--- src/rtl/sprite_plotter_pkg.sv ---
// Shared constants for the sprite plotter: object select codes, screen size,
// colour constants and the plotter FSM state encoding.
package sprite_plotter_pkg;

  // Object slots, identical to the draw sequencer encoding.
  localparam int         NUM_OBJECTS = 6;
  localparam logic [3:0] SEL_PLAYER  = 4'd0;
  localparam logic [3:0] SEL_ENEMY1  = 4'd1;
  localparam logic [3:0] SEL_ENEMY2  = 4'd2;
  localparam logic [3:0] SEL_ENEMY3  = 4'd3;
  localparam logic [3:0] SEL_ENEMY4  = 4'd4;
  localparam logic [3:0] SEL_BULLET  = 4'd5;

  // Visible raster of the VGA adapter.
  localparam int SCREEN_W = 160;
  localparam int SCREEN_H = 120;

  // Sprite footprint.
  localparam int SPRITE_W = 4;
  localparam int SPRITE_H = 4;

  // 3-bit RGB colours.
  localparam logic [2:0] COL_BLACK  = 3'b000;
  localparam logic [2:0] COL_BLUE   = 3'b001;
  localparam logic [2:0] COL_GREEN  = 3'b010;
  localparam logic [2:0] COL_CYAN   = 3'b011;
  localparam logic [2:0] COL_RED    = 3'b100;
  localparam logic [2:0] COL_PURPLE = 3'b101;
  localparam logic [2:0] COL_YELLOW = 3'b110;
  localparam logic [2:0] COL_WHITE  = 3'b111;
  localparam logic [2:0] COL_BG     = COL_BLACK;

  // Plotter FSM state encoding.
  typedef enum logic [2:0] {
    ST_IDLE  = 3'd0,
    ST_LOAD  = 3'd1,
    ST_ERASE = 3'd2,
    ST_DRAW  = 3'd3,
    ST_DONE  = 3'd4
  } plot_state_t;

endpackage

--- src/rtl/sprite_plotter_if.sv ---
// Sequencer/object-table/VGA signal bundle of the sprite plotter.
//
// Handshake: while the plotter is idle, a high enable starts one job for
// draw_sel. The plotter samples draw_sel and the object buses once (the
// cycle after the start) and then ignores them. done is high for exactly
// one cycle at the end of the job; the sequencer advances draw_sel on the
// clock edge that ends the done cycle, so the next idle cycle sees the new
// select. x/y/colour are meaningful only while plot is high; one pixel is
// written per plot cycle.
interface sprite_plotter_if #(
  parameter int NUM_OBJ = 6
) ();
  logic                 enable;
  logic [3:0]           draw_sel;
  logic [8*NUM_OBJ-1:0] obj_x_bus;
  logic [7*NUM_OBJ-1:0] obj_y_bus;
  logic [3*NUM_OBJ-1:0] obj_col_bus;
  logic [NUM_OBJ-1:0]   obj_alive;
  logic [7:0]           x;
  logic [6:0]           y;
  logic [2:0]           colour;
  logic                 plot;
  logic                 done;

  // Sequencer / object table side.
  modport master (
    output enable, draw_sel, obj_x_bus, obj_y_bus, obj_col_bus, obj_alive,
    input  x, y, colour, plot, done
  );

  // Plotter side.
  modport slave (
    input  enable, draw_sel, obj_x_bus, obj_y_bus, obj_col_bus, obj_alive,
    output x, y, colour, plot, done
  );
endinterface

--- src/rtl/sprite_plotter_pixel_scan_counter.sv ---
// Raster scan counter over a W x H sprite footprint: cx runs fastest and
// wraps into cy. last flags the final pixel so the FSM can leave the phase
// on the same cycle; stepping past it returns both counters to zero.
module pixel_scan_counter #(
  parameter int W = 4,
  parameter int H = 4
) (
  input  logic                                clk,
  input  logic                                resetn,
  input  logic                                clear,
  input  logic                                step,
  output logic [((W > 1) ? $clog2(W) : 1)-1:0] cx,
  output logic [((H > 1) ? $clog2(H) : 1)-1:0] cy,
  output logic                                last
);
  localparam int CXW = (W > 1) ? $clog2(W) : 1;
  localparam int CYW = (H > 1) ? $clog2(H) : 1;

  // Advance the scan position one pixel per step, row-major.
  always_ff @(posedge clk or negedge resetn) begin
    if (!resetn) begin
      cx <= '0;
      cy <= '0;
    end else if (clear) begin
      cx <= '0;
      cy <= '0;
    end else if (step) begin
      if (cx == CXW'(W - 1)) begin
        cx <= '0;
        cy <= (cy == CYW'(H - 1)) ? '0 : cy + 1'b1;
      end else begin
        cx <= cx + 1'b1;
      end
    end
  end

  assign last = (cx == CXW'(W - 1)) && (cy == CYW'(H - 1));
endmodule

--- src/rtl/sprite_plotter.sv ---
// Sprite plotter: for each job from the draw sequencer, erases the object's
// previous footprint in the background colour, then draws it at its current
// position, one pixel per cycle into the VGA adapter, and pulses done.
module sprite_plotter
  import sprite_plotter_pkg::*;
#(
  parameter int         NUM_OBJ   = sprite_plotter_pkg::NUM_OBJECTS,
  parameter int         SPR_W     = sprite_plotter_pkg::SPRITE_W,
  parameter int         SPR_H     = sprite_plotter_pkg::SPRITE_H,
  parameter int         SCREEN_W  = sprite_plotter_pkg::SCREEN_W,
  parameter int         SCREEN_H  = sprite_plotter_pkg::SCREEN_H,
  parameter logic [2:0] BG_COLOUR = sprite_plotter_pkg::COL_BG
) (
  input  logic                   clk,
  input  logic                   resetn,
  sprite_plotter_if.slave        bus,
  output plot_state_t            dbg_state
);
  localparam int CXW = (SPR_W > 1) ? $clog2(SPR_W) : 1;
  localparam int CYW = (SPR_H > 1) ? $clog2(SPR_H) : 1;

  plot_state_t state, state_nx;

  // Job latch and snapshot of the selected slot.
  logic [3:0] sel_q;
  logic [7:0] snap_x;
  logic [6:0] snap_y;
  logic [2:0] snap_col;
  logic       snap_alive;

  // Where each object was last drawn, and whether it is on screen there.
  logic [7:0]         prev_x [NUM_OBJ];
  logic [6:0]         prev_y [NUM_OBJ];
  logic [NUM_OBJ-1:0] prev_valid;

  // Slot lookup results for the latched select.
  logic       sel_ok;
  logic [7:0] slot_x;
  logic [6:0] slot_y;
  logic [2:0] slot_col;
  logic       slot_alive;
  logic [7:0] hist_x;
  logic [6:0] hist_y;
  logic       hist_valid;

  // Scan counter shared by the erase and draw phases.
  logic           scan_clear;
  logic           scan_step;
  logic [CXW-1:0] cx;
  logic [CYW-1:0] cy;
  logic           scan_last;

  // Pixel decode.
  logic       scanning;
  logic [7:0] base_x;
  logic [6:0] base_y;
  logic [8:0] sum_x;
  logic [7:0] sum_y;

  assign sel_ok    = (sel_q < 4'(NUM_OBJ));
  assign dbg_state = state;

  pixel_scan_counter #(
    .W (SPR_W),
    .H (SPR_H)
  ) u_scan (
    .clk    (clk),
    .resetn (resetn),
    .clear  (scan_clear),
    .step   (scan_step),
    .cx     (cx),
    .cy     (cy),
    .last   (scan_last)
  );

  // Select the bus fields and history entry of the latched slot; an
  // out-of-range select matches no slot and reads as zero.
  always_comb begin
    slot_x     = '0;
    slot_y     = '0;
    slot_col   = '0;
    slot_alive = 1'b0;
    hist_x     = '0;
    hist_y     = '0;
    hist_valid = 1'b0;
    for (int i = 0; i < NUM_OBJ; i++) begin
      if (sel_q == 4'(i)) begin
        slot_x     = bus.obj_x_bus[8*i +: 8];
        slot_y     = bus.obj_y_bus[7*i +: 7];
        slot_col   = bus.obj_col_bus[3*i +: 3];
        slot_alive = bus.obj_alive[i];
        hist_x     = prev_x[i];
        hist_y     = prev_y[i];
        hist_valid = prev_valid[i];
      end
    end
  end

  // FSM state register.
  always_ff @(posedge clk or negedge resetn) begin
    if (!resetn) state <= ST_IDLE;
    else         state <= state_nx;
  end

  // FSM next state and scan counter control.
  always_comb begin
    state_nx   = state;
    scan_clear = 1'b0;
    scan_step  = 1'b0;
    case (state)
      ST_IDLE: begin
        scan_clear = 1'b1;
        if (bus.enable) state_nx = ST_LOAD;
      end
      ST_LOAD: begin
        scan_clear = 1'b1;
        if (!sel_ok)         state_nx = ST_DONE;
        else if (hist_valid) state_nx = ST_ERASE;
        else if (slot_alive) state_nx = ST_DRAW;
        else                 state_nx = ST_DONE;
      end
      ST_ERASE: begin
        scan_step = 1'b1;
        if (scan_last) state_nx = snap_alive ? ST_DRAW : ST_DONE;
      end
      ST_DRAW: begin
        scan_step = 1'b1;
        if (scan_last) state_nx = ST_DONE;
      end
      ST_DONE: state_nx = ST_IDLE;
      default: state_nx = ST_IDLE;
    endcase
  end

  // Latch the select at job start and snapshot the slot in LOAD, so later
  // bus activity cannot disturb a job in flight.
  always_ff @(posedge clk or negedge resetn) begin
    if (!resetn) begin
      sel_q      <= '0;
      snap_x     <= '0;
      snap_y     <= '0;
      snap_col   <= '0;
      snap_alive <= 1'b0;
    end else if (state == ST_IDLE && bus.enable) begin
      sel_q <= bus.draw_sel;
    end else if (state == ST_LOAD) begin
      snap_x     <= slot_x;
      snap_y     <= slot_y;
      snap_col   <= slot_col;
      snap_alive <= slot_alive;
    end
  end

  // Record where the object now sits when a valid job completes.
  always_ff @(posedge clk or negedge resetn) begin
    if (!resetn) begin
      for (int i = 0; i < NUM_OBJ; i++) begin
        prev_x[i] <= '0;
        prev_y[i] <= '0;
      end
      prev_valid <= '0;
    end else if (state == ST_DONE && sel_ok) begin
      for (int i = 0; i < NUM_OBJ; i++) begin
        if (sel_q == 4'(i)) begin
          prev_x[i]     <= snap_x;
          prev_y[i]     <= snap_y;
          prev_valid[i] <= snap_alive;
        end
      end
    end
  end

  // Decode the pixel bus from registered state only. Sums are one bit wider
  // than the coordinate so sprites hanging off the right/bottom edge are
  // suppressed rather than wrapped.
  always_comb begin
    scanning   = (state == ST_ERASE) || (state == ST_DRAW);
    base_x     = (state == ST_ERASE) ? hist_x : snap_x;
    base_y     = (state == ST_ERASE) ? hist_y : snap_y;
    sum_x      = {1'b0, base_x} + 9'(cx);
    sum_y      = {1'b0, base_y} + 8'(cy);
    bus.x      = scanning ? sum_x[7:0] : '0;
    bus.y      = scanning ? sum_y[6:0] : '0;
    bus.colour = (state == ST_ERASE) ? BG_COLOUR :
                 (state == ST_DRAW)  ? snap_col  : '0;
    bus.plot   = scanning && (sum_x < 9'(SCREEN_W)) && (sum_y < 8'(SCREEN_H));
    bus.done   = (state == ST_DONE);
  end
endmodule

--- src/flat_wrapper.sv ---
// flat-port wrapper written by rule: the top's interface ports become plain ports
module sprite_plotter_flat import sprite_plotter_pkg::*;
#(
  parameter int         NUM_OBJ   = sprite_plotter_pkg::NUM_OBJECTS,
  parameter int         SPR_W     = sprite_plotter_pkg::SPRITE_W,
  parameter int         SPR_H     = sprite_plotter_pkg::SPRITE_H,
  parameter int         SCREEN_W  = sprite_plotter_pkg::SCREEN_W,
  parameter int         SCREEN_H  = sprite_plotter_pkg::SCREEN_H,
  parameter logic [2:0] BG_COLOUR = sprite_plotter_pkg::COL_BG
)
  (clk, resetn, dbg_state, bus_enable, bus_draw_sel, bus_obj_x_bus, bus_obj_y_bus, bus_obj_col_bus, bus_obj_alive, bus_x, bus_y, bus_colour, bus_plot, bus_done);
  sprite_plotter_if #(.NUM_OBJ(NUM_OBJ)) bus_i ();
  input  logic clk;
  input  logic resetn;
  output plot_state_t dbg_state;
  input wire logic [$bits(bus_i.enable)-1:0] bus_enable;
  input wire logic [$bits(bus_i.draw_sel)-1:0] bus_draw_sel;
  input wire logic [$bits(bus_i.obj_x_bus)-1:0] bus_obj_x_bus;
  input wire logic [$bits(bus_i.obj_y_bus)-1:0] bus_obj_y_bus;
  input wire logic [$bits(bus_i.obj_col_bus)-1:0] bus_obj_col_bus;
  input wire logic [$bits(bus_i.obj_alive)-1:0] bus_obj_alive;
  output wire logic [$bits(bus_i.x)-1:0] bus_x;
  output wire logic [$bits(bus_i.y)-1:0] bus_y;
  output wire logic [$bits(bus_i.colour)-1:0] bus_colour;
  output wire logic [$bits(bus_i.plot)-1:0] bus_plot;
  output wire logic [$bits(bus_i.done)-1:0] bus_done;
  assign bus_i.enable = bus_enable;
  assign bus_i.draw_sel = bus_draw_sel;
  assign bus_i.obj_x_bus = bus_obj_x_bus;
  assign bus_i.obj_y_bus = bus_obj_y_bus;
  assign bus_i.obj_col_bus = bus_obj_col_bus;
  assign bus_i.obj_alive = bus_obj_alive;
  assign bus_x = bus_i.x;
  assign bus_y = bus_i.y;
  assign bus_colour = bus_i.colour;
  assign bus_plot = bus_i.plot;
  assign bus_done = bus_i.done;
  sprite_plotter #(.NUM_OBJ(NUM_OBJ), .SPR_W(SPR_W), .SPR_H(SPR_H), .SCREEN_W(SCREEN_W), .SCREEN_H(SCREEN_H), .BG_COLOUR(BG_COLOUR)) u_core (.clk(clk), .resetn(resetn), .bus(bus_i), .dbg_state(dbg_state));
endmodule
--- config.mk ---
export PLATFORM = sky130hd
export DESIGN_NAME = sprite_plotter_flat
export DESIGN_NICKNAME = d
export VERILOG_FILES = /design/src/rtl/sprite_plotter_pkg.sv /design/src/rtl/sprite_plotter_if.sv /design/src/rtl/sprite_plotter_pixel_scan_counter.sv /design/src/rtl/sprite_plotter.sv /design/src/flat_wrapper.sv
export SDC_FILE = /design/constraint.sdc
export NUM_CORES = 1
export LEC_CHECK = 0
export CAP_MARGIN = 15
export CORE_MARGIN = 1.5
export CORE_UTILIZATION = 35
export CTS_CLUSTER_SIZE = 10
export DETAILED_ROUTE_END_ITERATION = 16
export PLACE_DENSITY = 0.66
export SLEW_MARGIN = 20
export SYNTH_ARGS = -nofsm -noshare
export SYNTH_HDL_FRONTEND = slang
export SYNTH_SLANG_ARGS = --single-unit
--- constraint.sdc ---
create_clock -name clk -period 6.52 [get_ports clk]
set_clock_uncertainty 0.15 [all_clocks]
set_input_delay 1.304 -clock clk [delete_from_list [all_inputs] [get_ports clk]]
set_output_delay 1.304 -clock clk [all_outputs]
set_load 0.005 [all_outputs]
### After elaboration in Yosys (flattened, before gate mapping)

Index checks and enable logic that the tools add are counted.

* flip-flop bits (word level): 126
* bits in latches: 0
* RAM bits: 0
* ROM bits: 0
* input port bits: 121
* memories: 0

* add/subtract/negate cells: 4
* multipliers: 0
* divide/modulo/power cells: 0
* magnitude comparators: 3
* equal/unequal tests: 14
* shifts and indexed selects: 0
* muxes and demuxes: 65
* bitwise operators: 1
* reduce and logical (&&, ||, !) cells: 21

Operators by type and width (number)
* 8-bit two-way mux: 14
* 7-bit two-way mux: 14
* 3-bit two-way mux: 15
* 2-bit AND reduction: 8
* 1-bit two-way mux: 14
* 2-bit two-way mux: 7
* 3-bit case mux with 4 select lines: 1
* 8-bit by 2-bit adder with 9-bit output: 1
* 9-bit by 8-bit less-than comparator with 1-bit output, second input constant: 1
* 7-bit by 2-bit adder with 8-bit output: 1
* 4-bit by 2-bit equality test with 1-bit output, second input constant: 2
* 4-bit by 3-bit equality test with 1-bit output, second input constant: 2
* 8-bit by 7-bit less-than comparator with 1-bit output, second input constant: 1
* 3-bit by 2-bit equality test with 1-bit output, second input constant: 2
* 1-bit logical AND: 5
* 2-bit by 1-bit adder with 2-bit output, second input constant: 2
* 2-bit equality test, second input constant: 2
* 4-bit by 1-bit equality test with 1-bit output, second input constant: 1
* 4-bit zero test: 1
* 4-bit by 3-bit less-than comparator with 1-bit output, second input constant: 1
* 2-bit by 1-bit inequality test with 1-bit output, second input constant: 2
* 2-bit nonzero test: 2
* 2-bit OR reduction: 2
* 3-bit by 1-bit equality test with 1-bit output, second input constant: 1
* other kinds (6): 6

### Depth between registers and ports, before layout

* depth after elaboration: 12
* depth in mapped cells: 15
* gate-level depth less buffers: 11

### Modules after synthesis

A second synthesis with hierarchy kept.

* cells, all modules: 629
* area total of the unflattened synthesis: 7178.1 um2

Modules (own cells, without submodules)
* sprite_plotter: times used 1, cells each 611, area each 6962.9 um2
* pixel_scan_counter: times used 1, cells each 18, area each 215.2 um2

### Least setup slack after synthesis

OpenSTA, ideal clock, no wires.

* kind: register to output
* start: register u_core.sel_q[0]
* end: output bus_plot
* data arrival time: 3.059 ns
* required time: 5.066 ns
* path slack: 2.007 ns
* cell stages (with the launch flop): 15
* cell sequence: dfrtp_1 -> buf_6 -> buf_8 -> buf_4 -> buf_4 -> mux4_2 -> a22oi_1 -> a31oi_1 -> ha_1 -> a21o_1 -> o21ai_0 -> a211o_1 -> nand4_1 -> o221ai_2 -> nor4_2

* longest elaborated chain between the ends: 12

RTL lines
* from (decl): line sprite_plotter.sv:25 `logic [3:0] sel_q;`
* from (signal assigned): line sprite_plotter.sv:145 `sel_q <= bus.draw_sel;`
* 4-bit zero test: line sprite_plotter.sv:87 `if (sel_q == 4'(i)) begin`
* 8-bit two-way mux (6 in a row): line sprite_plotter.sv:87
* 8-bit two-way mux: line sprite_plotter.sv:178 `base_x = (state == ST_ERASE) ? hist_x : snap_x;`
* 8-bit by 2-bit adder with 9-bit output: line sprite_plotter.sv:180 `sum_x = {1'b0, base_x} + 9'(cx);`
* 9-bit by 8-bit less-than comparator with 1-bit output: line sprite_plotter.sv:186 `bus.plot = scanning && (sum_x < 9'(SCREEN_W)) && (sum_y < 8'(SCREEN_H));`
* 1-bit logical AND: line sprite_plotter.sv:186
* 1-bit logical AND *: line sprite_plotter.sv:186
* to (decl): line flat_wrapper.sv:25 `output wire logic [$bits(bus_i.plot)-1:0] bus_plot;`

Mark *: on every way between the ends. The rest lies on a longest branch, timed or not.

### Worst setup path after layout

* start: register u_core.sel_q[3]
* end: output bus_plot

The elaborated chain is that of the path after synthesis.

==> impl_metrics.json <==
{
  "outcome": "completed",
  "required_ns": 5.07,
  "cts_setup_buffers": 0,
  "max_slew_margin_pct": 27.2,
  "cts_resized": 0,
  "power_density_mw_per_mm2": 439,
  "firstDrtPassIters": 5,
  "ant_nets": 0,
  "antenna_found_initial": 0,
  "wl_per_cell_um": 20.7,
  "synth_cell_types": 74,
  "synthAdderAreaFrac_pct": 1.60,
  "clk_latency_ns": 0.42,
  "syn_nets": 773,
  "p_leak_nw": 4.03,
  "hold_class": "flip-flop to flip-flop",
  "cts_buffer_depth": 2,
  "drive_above_1_share_pct": 20.0,
  "drt-vias-per-instance": 5.54,
  "maxCapViolCount": 0,
  "core-area_mm2": 0.0202,
  "cts_root_buffer": "clkbuf_16",
  "netlist_area_mm2": 0.00719,
  "p_total_mw": 4.14,
  "worstPathArrival_ns": 4.23,
  "synthCells": 644,
  "max_freq_ghz": 0.176,
  "rows": 52,
  "synth_simple_gate_area_share_pct": 12.0,
  "hold_viol_final": 0,
  "yosysTopAreaCellShare_pct": 43.9,
  "cts-buffers-inserted": 17,
  "path_class": "flip-flop to output port",
  "initial_core_util_pct": 35.6,
  "dr.first_iter.drc_count": 628,
  "period_minus_slack_ns": 5.68,
  "cts_tree": "built",
  "async_flop_share_pct": 100,
  "synthTopCellsByArea": "dfrtp_1, mux2_2, mux2i_1",
  "synthXorXnorAreaFrac_pct": 1.08,
  "yosys_most_used_dff": "dfrtp_1",
  "drv_slew": 0,
  "setup_viol": 0,
  "yosys.cell_count.top_type": "dfrtp_1",
  "grt_max_degree": 65,
  "n_antenna_cell": 0,
  "synth_top_family_by_area": "multiplexers",
  "crit_fanout": 21,
  "num_vias": 5841,
  "drc_errors": 0,
  "grt_pass1_vias": 5825,
  "wl_um": 21800,
  "hold_buffers": 0,
  "endpoint_kind": "output port",
  "worst_pin_slew_ns": 1.09,
  "port_buffers": 143,
  "synth_seq_cells": 126,
  "syn_avg_cell_area_um2": 11.2,
  "synth_compound_area_share_pct": 14.7,
  "dp_hpwl_um": 15400,
  "period_share_pct": 87.2,
  "synth-edff-count": 0,
  "die_w_um": 146,
  "yosysWarnings": 0,
  "ir_drop_uv": 214,
  "setup_tns_ns": 0,
  "dieArea_mm2": 0.0214,
  "synth_commonest_cells": "dfrtp_1, mux2_2, nand2_1",
  "final_nets": 900,
  "place_congestion": 0.850,
  "grt_setup_unrepaired": "no",
  "netlist.top_cell.by_area": "dfrtp_1",
  "ys_seq_area_share_pct": 43.9,
  "grt_overflow": 0,
  "grt_usage_pct": 20.6,
  "die_y_um": 146,
  "synth_mux_area_share_pct": 22.3,
  "area_delta_synth_final_pct": 31.3,
  "htreeDepth": 4,
  "clk_pin_slew_ns": 0.06,
  "grt_pass1_wl_um": 33900,
  "clock_sinks": 126,
  "io_pins": 144,
  "start_kind": "flip-flop"
}
## through the flow
| step | setup WS [ns] | utilization [%] | hold slack (ns) | std cells | area (um^2) |
|---|---|---|---|---|---|
| floorplan | 2.01 | - | 0.296 | 644 | 7190 |
| global placement | 1.37 | 43.5 | 0.315 | 1022 | 8780 |
| detailed placement | 1.32 | 43.6 | 0.329 | 1022 | 8790 |
| CTS | 0.851 | 46.8 | 0.341 | 1054 | 9440 |
| global route | 0.692 | 46.8 | 0.362 | 1054 | 9440 |
| finish | 0.837 | 46.8 | 0.339 | 1054 | 9440 |
## kinds of logic after synthesis
group | count (synthesis)
and+or+nand+nor | 162
AOI/OAI and AO/OA | 145
adders and majority gates | 8
DFF | 126
muxes | 136
buffers and inverters | 59
xor gates and xnor gates | 8
## where the power goes
part	internal (mW)	total (mW)	switching, mW
logic	0.805	1.74	0.933
clock network	0.673	1.03	0.355
registers	1.06	1.38	0.316
## registers in the layout (all words and copies together) (netlist names)
register / cells
u_core.prev_x: 48
u_core.prev_y: 42
u_core.snap_x: 8
u_core.snap_y: 7
u_core.prev_valid: 6
u_core.sel_q: 4
u_core.dbg_state: 3
u_core.snap_col: 3
u_core.u_scan.cx: 2
u_core.u_scan.cy: 2
u_core.snap_alive: 1
## routing by layer
| metal | vias up | global-route usage (%) | wire, um |
|---|---|---|---|
| li1 | 2667 | - | - |
| met1 | 2942 | 29.1 | 10200 |
| met2 | 211 | 32.4 | 10100 |
| met3 | 21 | 4.91 | 1360 |
| met4 | 0 | 4.04 | 236 |
| met5 | - | 0 | 0 |
## final cells by class
class | count | area, um^2
Fill cell | 1852 | 10700
Multi-Input combinational cell | 459 | 3720
Sequential cell | 126 | 3160
Timing Repair Buffer | 157 | 1530
Clock buffer | 20 | 467
Tap cell | 270 | 338
Clock inverter | 12 | 183
Inverter | 10 | 37.5
## cell usage in the layout, fill, tap and decap left out, types with 5 or more instances in the layout
cell type / instances
nor2_1: 47
a22oi_1: 6
mux2_1: 17
buf_4: 15
mux2_2: 80
nand3_1: 5
and3_1: 5
ha_1: 6
o21ai_0: 34
nor2b_1: 10
and2_1: 6
nand2_1: 50
clkdlybuf4s50_1: 142
a21oi_1: 19
inv_1: 9
a222oi_1: 11
o22ai_1: 7
clkbuf_16: 17
nand3b_1: 8
a31oi_1: 15
mux2i_1: 30
dfrtp_1: 124
mux4_2: 8
a221oi_1: 13
## worst max-delay path: stages (launching register included)
cell and delay, ns:
dfrtp_1 0.57, and4bb_1 0.95, a21oi_1 0.16, a21oi_1 0.33, inv_1 0.11, fa_1 0.42, nor2_1 0.11, o21ai_1 0.15
and3_1 0.20, nor4_2 0.26, clkdlybuf4s50_1 0.54
## path summary, 6_finish.rpt
| check | endpoint | cells after the start | slack [ns] | startpoint |
|---|---|---|---|---|
| min in group asynchronous | u_core.prev_x[44] | 1 | 0.83 | resetn |
| worst max-delay path | bus_plot | 10 | 0.84 | u_core.sel_q[3] |
| worst min register to register | u_core.prev_x[30] | 1 | 0.34 | u_core.prev_x[30] |
| max in group asynchronous | u_core.prev_x[22] | 2 | 4.03 | resetn |
| worst min-delay path | u_core.prev_x[30] | 1 | 0.34 | u_core.prev_x[30] |
| worst max register to register | u_core.prev_y[25] | 4 | 3.02 | u_core.sel_q[3] |
Power figures use the tool's default switching activity.
